[src/rtl/led_flash_gen.sv]
// Stretches single-cycle event pulses into fixed-length active-low LED flashes with a dark gap,
// queueing events that arrive mid-flash in a saturating counter; outputs are all registered.
module led_flash_gen #(
  parameter int ON_CYCLES  = 6_000_000,
  parameter int GAP_CYCLES = 3_000_000,
  parameter int CNT_W      = 4
) (
  input  logic             clk,
  input  logic             rst,
  input  logic             pulse_in,
  output logic             led,
  output logic             busy,
  output logic [CNT_W-1:0] pending,
  output logic             overflow
);

  localparam int MAX_C = (ON_CYCLES > GAP_CYCLES) ? ON_CYCLES : GAP_CYCLES;
  localparam int TW    = (MAX_C > 1) ? $clog2(MAX_C) : 1;
  localparam logic [TW-1:0] ON_LOAD  = TW'(ON_CYCLES - 1);
  localparam logic [TW-1:0] GAP_LOAD = TW'(GAP_CYCLES - 1);

  typedef enum logic [1:0] {IDLE, ON, GAP} state_t;

  state_t           state_q;
  logic [TW-1:0]    timer_q;
  logic [CNT_W-1:0] pend_q, pend_d;
  logic             ovf_q, ovf_d;
  logic             led_q, busy_q;
  logic             start, tmr_done, consume;

  always_comb begin
    start    = (pend_q != '0) || pulse_in;
    tmr_done = (timer_q == '0);
    consume  = ((state_q == IDLE) && start) ||
               ((state_q == GAP) && tmr_done && start);
    pend_d   = pend_q;
    ovf_d    = ovf_q;
    // A pulse that is itself consumed this cycle nets to no change.
    if (pulse_in && !consume) begin
      if (pend_q == '1) ovf_d = 1'b1;
      else              pend_d = pend_q + CNT_W'(1);
    end else if (!pulse_in && consume) begin
      pend_d = pend_q - CNT_W'(1);
    end
  end

  always_ff @(posedge clk or posedge rst) begin
    if (rst) begin
      state_q <= IDLE;
      timer_q <= '0;
      pend_q  <= '0;
      ovf_q   <= 1'b0;
      led_q   <= 1'b1;
      busy_q  <= 1'b0;
    end else begin
      pend_q <= pend_d;
      ovf_q  <= ovf_d;
      case (state_q)
        IDLE: begin
          if (start) begin
            state_q <= ON;
            timer_q <= ON_LOAD;
            led_q   <= 1'b0;
            busy_q  <= 1'b1;
          end
        end
        ON: begin
          if (tmr_done) begin
            state_q <= GAP;
            timer_q <= GAP_LOAD;
            led_q   <= 1'b1;
          end else begin
            timer_q <= timer_q - TW'(1);
          end
        end
        GAP: begin
          if (tmr_done) begin
            if (start) begin
              state_q <= ON;
              timer_q <= ON_LOAD;
              led_q   <= 1'b0;
            end else begin
              state_q <= IDLE;
              busy_q  <= 1'b0;
            end
          end else begin
            timer_q <= timer_q - TW'(1);
          end
        end
        default: begin
          state_q <= IDLE;
          timer_q <= '0;
          led_q   <= 1'b1;
          busy_q  <= 1'b0;
        end
      endcase
    end
  end

  assign led      = led_q;
  assign busy     = busy_q;
  assign pending  = pend_q;
  assign overflow = ovf_q;

endmodule

[config.mk]
export PLATFORM = sky130hd
export DESIGN_NAME = led_flash_gen
export DESIGN_NICKNAME = d
export VERILOG_FILES = /design/src/rtl/led_flash_gen.sv
export SDC_FILE = /design/constraint.sdc
export NUM_CORES = 1
export LEC_CHECK = 0
export CAP_MARGIN = 40
export CORE_MARGIN = 1.5
export CORE_UTILIZATION = 55
export DETAILED_ROUTE_END_ITERATION = 8
export GPL_ROUTABILITY_DRIVEN = 0
export MAX_ROUTING_LAYER = met4
export PLACE_DENSITY = 0.8
export SLEW_MARGIN = 40
export SYNTH_ARGS = -nofsm -noshare
export SYNTH_HDL_FRONTEND = slang
export SYNTH_SLANG_ARGS = --single-unit
[constraint.sdc]
create_clock -name clk -period 7.25 [get_ports clk]
set_clock_uncertainty 0.15 [all_clocks]
set_input_delay 1.45 -clock clk [delete_from_list [all_inputs] [get_ports clk]]
set_output_delay 1.45 -clock clk [all_outputs]
set_load 0.02 [all_outputs]
After elaboration in Yosys (flattened, before gate mapping)
Cells that the tools add are included.
Widths: inputs -> output; s select.
{"block": "word_totals", "reg_bits": 32, "in_bits": 3, "out_inout_bits": 7}
{"block": "classes", "add_sub_neg": 3, "eq_ne": 8, "mux": 20, "n_bitwise": 1, "reduce_logical": 18}
{"op": "$mux 23", "count": 3}
{"op": "$pmux 23 s3", "count": 1}
{"op": "$logic_not 23->1", "count": 1}
{"op": "$sub 23x1->23 const B", "count": 1}
{"op": "$mux 4", "count": 3}
{"op": "$ne 2x2->1 const B", "count": 5}
{"op": "$mux 1", "count": 7}
{"op": "$mux 2", "count": 3}
{"op": "$pmux 1 s3", "count": 2}
{"op": "$pmux 2 s3", "count": 1}
{"op": "$reduce_and 2->1", "count": 3}
{"op": "$logic_and 1x1->1", "count": 5}
{"op": "$add 4x1->4 const B", "count": 1}
{"op": "$eq 4x4->1 const B", "count": 1}
{"op": "$reduce_and 4->1", "count": 1}
{"op": "$reduce_bool 4->1", "count": 1}
{"op": "$sub 4x1->4 const B", "count": 1}
{"op": "$reduce_and 3->1", "count": 1}
{"op": "$eq 2x1->1 const B", "count": 1}
{"op": "$eq 2x2->1 const B", "count": 1}
{"op": "$logic_not 1->1", "count": 2}
{"op": "$logic_not 2->1", "count": 1}
{"op": "$logic_or 1x1->1", "count": 2}
{"op": "$reduce_bool 2->1", "count": 1}
{"op": "$not 1->1", "count": 1}

Longest topological paths before layout
Gate-level depths: netlist (run 1).
{"block": "depth", "ltp_word": 8, "depth_mapped": 10}

Worst setup path after synthesis (run 1)
No wires, ideal clock.
{"block": "synth_path", "path_type": "input -> register", "start": "in pulse_in", "end": "reg pend_q[3] (netlist: pending[3])", "setup_ps": 80, "t_arrival_ps": 2810, "required_time_ps": 7020, "path_slack_ps": 4210, "stages": 7, "path_cell_list": "clkbuf_1 > nand2_1 > ha_1 > a21o_1 > a21oi_1 > mux2i_1 > xor2_1"}
{"block": "synth_via", "elab_chain_len": 7, "word_cells_on_any_way": 12, "cone_classes": "eq/ne (1); mux (1); reduce/logical (10)"}
{"element": "start, declared", "line_no": "10", "rtl": "input logic pulse_in,"}
{"element": "$logic_or 1x1->1", "line_no": "32", "rtl": "start = (pend_q != '0) || pulse_in;"}
{"element": "$logic_and 1x1->1 (on tied branches)", "line_no": "34, 35"}
{"element": "$logic_or 1x1->1", "line_no": "34", "rtl": "consume = ((state_q == IDLE) && start) ||"}
{"element": "$logic_not 1->1", "line_no": "39", "rtl": "if (pulse_in && !consume) begin"}
{"element": "$logic_and 1x1->1", "line_no": "39"}
{"element": "$ne 2x2->1 (no line) / $reduce_bool 2->1 (equally long branches)"}
{"element": "$reduce_and 2->1 (no line)"}
{"element": "end signal, assigned", "line_no": "56", "rtl": "pend_q <= pend_d;"}
{"element": "end, declared", "line_no": "26", "rtl": "logic [CNT_W-1:0] pend_q, pend_d;"}
Several ways; a longest one is shown, not always the timed one.
A chain may end at the register's enable or synchronous reset.

Worst setup path after layout (run 1)
{"block": "layout_path", "start": "in pulse_in", "end": "reg timer_q[5]"}
{"block": "layout_via", "elab_chain_len": 4}
{"element": "$logic_or 1x1->1 *", "line_no": "32"}
{"element": "$mux 23 *"}
{"element": "$mux 23"}
{"element": "$pmux 23 s3 *"}
{"element": "end signal, assigned", "line_no": "73", "rtl": "timer_q <= timer_q - TW'(1);"}
{"element": "end signal, assigned", "line_no": "87", "rtl": "timer_q <= timer_q - TW'(1);"}
{"element": "end, declared", "line_no": "25", "rtl": "logic [TW-1:0] timer_q;"}
Mark *: on every way between the ends. The rest lies on a longest branch, timed or not.

==> metrics.yaml, run 1 <==
worst_setup_path:
  crit_buf_inv: 1
  cp_slowest_stage_delay_ns: 0.66
  reg2reg_depth: 6
  critPathKind: "in2reg"
  arrival_ns: 3.30
  path_cells: "clkdlybuf4s50_1 -> nor2_1 -> nand2_1 -> or4_1 -> a21oi_1 -> o31ai_1"
  slowest_stage: "or4_1"
  cp.required_ns: 7.24
  path_max_fanout: 11
  r2r_start: "timer_q[9]"
  startpoint_type: "primary input"
  timing.reg2reg.setup_slack_ns: 3.98
  cp-end-kind: "flip-flop"
  r2r_end: "timer_q[9]"
  cpLargestDelayFamily: "simple AND/OR/NAND/NOR gates"
synthesis:
  netlist_area_um2: 2038
  synth.distinct_cells: 47
  ys_seq_area_share_pct: 39.35
  async_flop_share_pct: 100.0
  syn_nets: 241
  yosys_most_used_dff: "dfrtp_1"
  ys_seq_elements: 32
  syn_inst: 233
  syn_avg_cell_area_um2: 8.748
  synth_edf_count: 0
  yosysWarnings: 0
clock_tree:
  path_clk_slew_ns: 0.07
  hold_buffers: 0
  cts-resized-gates: 0
  clock-root-buffer: "clkbuf_8"
  cts_sinks: 32
  clock_latency_ns: 0.28
  post-cts-setup-buffers: 0
  tritoncts.num_buffers: 5
  cts_tree: "yes"
  htree_levels: 2
  cts.path.max_buffers: 2
global_route:
  grt.total_usage_pct: 25.78
  grt_first_pass_wirelength_um: 7990
  first_global_vias: 1658
  grt-ovfl-total: 0
  grt_max_degree: 33
  antenna_found_initial: 0
place:
  port_buffers: 9
  dp.cells: 276
  hpwl_um: 3201
  dp_slack_ns: 3.660
flow_run:
  drv_cap: 0
drt:
  ant_nets: 0
  vias: 1789
  wl_um: 4720
  routedWlPerCell_um: 16.62
  drc: 0
  via_per_inst: 6.299
  initialDrtViolationCount: 215
  drtPass1Iterations: 6
min_path:
  min_from: "overflow"
  hp-class: "reg2reg"
  hold_depth: 1
  worstHoldEndpoint: "overflow"
power_and_ir_drop:
  leakage_uw: 0.0008735
  ir_drop_uv: 134.2
  powerDensity_nw_per_um2: 206.6
finish:
  layout-drive-gt1-share_pct: 8.824
  antenna_cells: 0
  syn_to_final_growth_pct: 9.945
  final_cell_mix: "31 x dfrtp_1, 21 x nor2_1, 21 x a21oi_1, 15 x nand2_1, 14 x nor3_1"
  layout.nets: 245
  post-route-util_pct: 65.10
  final_common_cell: "dfrtp_1"
  fin_cells: 284
sta:
  tns_ns: 0
  rsz0062_at_grt: "no"
  fin_crit_sh_pct: 45.70
  final_hold_viol_count: 0
  fin_crit_ns: 3.313
  worst-slew-pin-transition_ns: 0.7367
  finalSetupViolCount: 0
  setup_ws_ns: 3.937
  fmax_ghz: 0.3018
  drv_slew: 0
  relSlewSlack_pct: 50.75
floorplanning:
  coreArea_um2: 3442
  die_width_um: 63.88
  start_util_pct: 59.21
  dieArea_um2: 4080
  num_rows: 21
  io_pins: 10
  die_h_um: 63.88
status:
  status: "finished, final reports clean"
## cell usage after synthesis (2+ instances only)
library cell / instances / area (µm²)
or4_1: 3 / 22.52
nor4_1: 6 / 37.54
inv_1: 7 / 26.28
nor2_1: 21 / 78.83
dfrtp_1: 31 / 775.7
nand3_1: 8 / 40.04
o21ai_1: 9 / 45.04
nor3_1: 14 / 70.07
o31ai_1: 6 / 45.04
ha_1: 4 / 50.05
or2_1: 3 / 18.77
a311oi_1: 7 / 61.31
a211oi_1: 2 / 15.01
a21oi_1: 21 / 105.1
clkbuf_1: 14 / 52.55
nand2_1: 15 / 56.30
or3_1: 4 / 25.02
or4_4: 3 / 33.78
mux2i_1: 2 / 20.02
o22ai_1: 7 / 43.79
and2_1: 3 / 18.77
or2_2: 2 / 12.51
xor2_1: 5 / 43.79
o21a_1: 2 / 15.01
o21ai_0: 3 / 15.01
xnor2_1: 10 / 87.58
## worst reg2reg max path, stage by stage (launching register included)
cell and delay (ns):
dfrtp_1 0.43, or4_4 0.56, nor4_2 0.44, nand3_1 0.65, nor2_1 0.70, a21oi_1 0.09
o22ai_1 0.16
## routing by layer
metal | vias up | wire [µm] | track usage [%] | share of wire [%]
met5 | - | 0 | - | 0
met4 | 0 | 49 | 7.609 | 1.0
met3 | 8 | 287 | 5.458 | 6.1
met2 | 62 | 2110 | 36.59 | 45
met1 | 843 | 2272 | 37.21 | 48
li1 | 876 | - | - | -
## flip-flops by register name, summed over array words and instances, names as in the netlist
register and count:
busy 1, led 1, state_q 2, overflow 1, timer_q 23, pending 4
## cell type report
type,count,area [µm²]
clock inverter,2,10.01
multi-input combinational,180,1157
timing repair buffer,11,105.1
tap,46,57.56
fill,288,1201
inverter,7,26.28
sequential,32,802.0
clock buffer,6,82.58
## cell families (layout without fill, tap and decap cells)
family | after synthesis | in the layout | synth area share (%)
compound gates | 68 | 68 | 22.04
xor+xnor | 15 | 15 | 6.445
fa+ha+maj | 5 | 5 | 3.438
buf+inv | 21 | 26 | 3.868
flops | 32 | 32 | 39.35
mux | 3 | 3 | 1.535
simple gates | 89 | 89 | 23.33
## power breakdown
part | total, µW | switching [µW] | internal, µW
clock | 142 | 66.2 | 75.7
sequential | 214 | 20.7 | 193
combinational | 108 | 53.7 | 53.8
total | 463 | 141 | 322
## worst max-delay path by stage
stage,slack [ns],from,end,depth (start not counted)
after global routing,3.81,timer_q[9],timer_q[22],5
after CTS,3.96,pulse_in,timer_q[5],6
final,3.94,pulse_in,timer_q[5],6
after detailed placement,3.66,pulse_in,timer_q[5],6
after floorplan,4.21,pulse_in,pending[3],7
after global placement,3.68,pulse_in,timer_q[5],6
## stage by stage
stage | instance area (µm²) | total power, µW | hold WS [ns]
final | 2241 | 462.9 | 0.3315
after CTS | 2241 | 464.9 | 0.3412
after global placement | 2148 | 322.6 | 0.3077
after detailed placement | 2148 | 323.4 | 0.3247
after global routing | 2241 | 486.1 | 0.3427
after floorplan | 2038 | 280.0 | 0.3028
Note: power is estimated with default switching activity, not from simulation.
==> run 2, diff against run 1 <==
--- a/config.mk
+++ b/config.mk
@@ -7,11 +7,11 @@
 export LEC_CHECK = 0
 export CAP_MARGIN = 40
 export CORE_MARGIN = 1.5
-export CORE_UTILIZATION = 55
+export CORE_UTILIZATION = 54
 export DETAILED_ROUTE_END_ITERATION = 8
 export GPL_ROUTABILITY_DRIVEN = 0
 export MAX_ROUTING_LAYER = met4
-export PLACE_DENSITY = 0.8
+export PLACE_DENSITY = 0.82
 export SLEW_MARGIN = 40
 export SYNTH_ARGS = -nofsm -noshare
 export SYNTH_HDL_FRONTEND = slang
==> constraint.sdc (replaced) <==
create_clock -name clk -period 2.7 [get_ports clk]
set_clock_uncertainty 0.15 [all_clocks]
set_input_delay 0.54 -clock clk [delete_from_list [all_inputs] [get_ports clk]]
set_output_delay 0.54 -clock clk [all_outputs]
set_load 0.02 [all_outputs]
==> run 2 against run 1 <==
Combinational power grew to 2.8 times the previous value. Register-to-register slack worse by 3.9 ns. Count of clock-buffer cells in the layout increased by 2. Sequential power grew to 2.7 times the previous value. Setup slack worse by 3.9 ns. Final cell count rose by 9.5%. Largest cell class unchanged. Highest routed layer unchanged.
==> metrics.yaml, run 2 (synthesized netlist as in run 1, its figures left out) <==
finish:
  syn_to_final_growth_pct: 23.51  # was 9.945%
  antenna_cells: 0  # unchanged
  top_register: "timer_q"  # unchanged
  post-route-util_pct: 69.28  # was 65.10%
  final_common_cell: "dfrtp_1"  # unchanged
  layout-drive-gt1-share_pct: 20.53  # was 8.824%
  fin_cells: 311  # was 284
  layout.nets: 270  # was 245
  final_cell_mix: "31 x dfrtp_1, 26 x buf_4, 21 x nor2_1, 20 x a21oi_1, 14 x nand2_1"  # was 31 x dfrtp_1, 21 x nor2_1, 21 x a21oi_1, 15 x nand2_1, 14 x nor3_1
  largest_register_ffs: 23  # unchanged
sta:
  finalSetupViolCount: 0  # unchanged
  fin_crit_ns: 2.660
  tns_ns: 0  # unchanged
  fin_crit_sh_pct: 98.53
  setup_ws_ns: 0.03981  # was 3.937 ns
  fmax_ghz: 0.3759
  relSlewSlack_pct: 60.41  # was 50.75%
  drv_slew: 0  # unchanged
  final_hold_viol_count: 0  # unchanged
  worst-slew-pin-transition_ns: 0.5932  # was 0.7367 ns
  rsz0062_at_grt: "yes"  # was no
floorplanning:
  coreArea_um2: 3633  # was 3442 µm²
  die_h_um: 64.44  # was 63.88 µm
  io_pins: 10  # unchanged
  start_util_pct: 56.10  # was 59.21%
  die_width_um: 64.44  # was 63.88 µm
  num_rows: 22  # was 21
  dieArea_um2: 4152  # was 4080 µm²
clock_tree:
  hold_buffers: 0  # unchanged
  path_clk_slew_ns: 0.07  # about the same
  htree_levels: 2  # unchanged
  post-cts-setup-buffers: 0  # unchanged
  cts_sinks: 32  # unchanged
  clock-root-buffer: "clkbuf_8"  # unchanged
  tritoncts.num_buffers: 5  # unchanged
  cts_tree: "yes"  # unchanged
  clock_latency_ns: 0.29  # was 0.28 ns
  cts.path.max_buffers: 2  # unchanged
worst_setup_path:
  cp.required_ns: 2.77  # was 7.24 ns
  path_max_fanout: 5  # was 11
  arrival_ns: 2.73  # was 3.30 ns
  reg2reg_depth: 9  # was 6
  cp-end-kind: "flip-flop"  # unchanged
  startpoint_type: "flip-flop"  # was primary input
  critPathKind: "reg2reg"  # was in2reg
min_path:
  hold_depth: 1  # unchanged
  hp-class: "reg2reg"  # unchanged
power_and_ir_drop:
  swShare_pct: 29.91  # was 30.36%
  pwr-share-seq_pct: 45.5  # was 46.1%
  p_clk_share_pct: 30.1  # was 30.6%
  power.switching_uw: 376.1  # was 140.5 µW
  p_int_uw: 881.4  # was 322.3 µW
  ir_drop_uv: 304.3  # was 134.2 µV
  comb_power_share_pct: 24.3  # was 23.2%
  powerDensity_nw_per_um2: 499.5  # was 206.6 nW/µm²
  leakage_uw: 0.001004  # was 0.0008735 µW
global_route:
  first_global_vias: 1879  # was 1658
  antenna_found_initial: 0  # unchanged
  grt-ovfl-total: 0  # unchanged
  grt_first_pass_wirelength_um: 8928  # was 7990 µm
  grt_max_degree: 20  # was 33
  grt.total_usage_pct: 28.65  # was 25.78%
drt:
  via_per_inst: 6.241  # was 6.299
  initialDrtViolationCount: 101  # was 215
  drtPass1Iterations: 4  # was 6
  routedWlPerCell_um: 17.21  # was 16.62 µm
  drc: 0  # unchanged
  vias: 1941  # was 1789
  wl_um: 5351  # was 4720 µm
  ant_nets: 0  # unchanged
place:
  dp_slack_ns: 0.04779  # was 3.660 ns
  port_buffers: 9  # unchanged
  dp.cells: 303  # was 276
  hpwl_um: 3909  # was 3201 µm
status:
  status: "finished, final reports clean"  # unchanged
flow_run:
  drv_cap: 0  # unchanged
## run 2: final timing paths
check,startpoint,end,slack (ns)
max in group asynchronous,rst,timer_q[13],1.40
min in group asynchronous,rst,busy,0.48
worst max register to register,timer_q[9],pending[3],0.04
worst min-delay path,timer_q[12],timer_q[12],0.35
worst max-delay path,timer_q[9],pending[3],0.04
worst min register to register,timer_q[12],timer_q[12],0.35
## run 2: cell type report
class	count	area, µm²
fill	301	1116
tap	48	60.06
inverter	7	26.28
multi-input combinational	180	1234
timing repair buffer	36	305.3
clock buffer	8	90.09
sequential	32	802.0
## run 2: power groups by stage
stage / Combinational [µW] / Clock (µW) / Sequential, µW
after detailed placement: 308 / 0 / 582
final: 306 / 379 / 573
after floorplan: 146 / 0 / 620
after global placement: 297 / 0 / 582
after CTS: 309 / 384 / 573
after global routing: 331 / 409 / 582
## run 2: what timing repair did
action | CTS | global route
gates resized for setup | 0 | 5
hold endpoints to repair | 0 | 0
setup endpoints to repair | 0 | 14
## run 2: critical path, stage by stage (launching register included)
cell and delay [ns]:
dfrtp_1 0.38, or4_4 0.56, nor4_4 0.35, a31oi_4 0.16, nand2_4 0.13, ha_4 0.21, a21o_1 0.16, a21oi_2 0.12
mux2i_1 0.23, xor2_1 0.15
## run 2: metrics by stage
stage	total power, µW	hold slack (ns)	area (µm²)
4_1_cts	1266	0.3516	2495
5_1_grt	1322	0.3745	2517
3_5_place_dp	890.2	0.3437	2405
2_1_floorplan	765.7	0.3028	2092
6_report	1258	0.3488	2517
3_3_place_gp	878.9	0.3298	2405
## run 2: metal layers
metal	GRT usage [%]	share of wire, %	up-vias
li1	-	-	921
met1	36.87	44	943
met2	43.23	48	64
met3	5.903	5.1	13
met4	14.36	2.7	0
met5	-	0	-
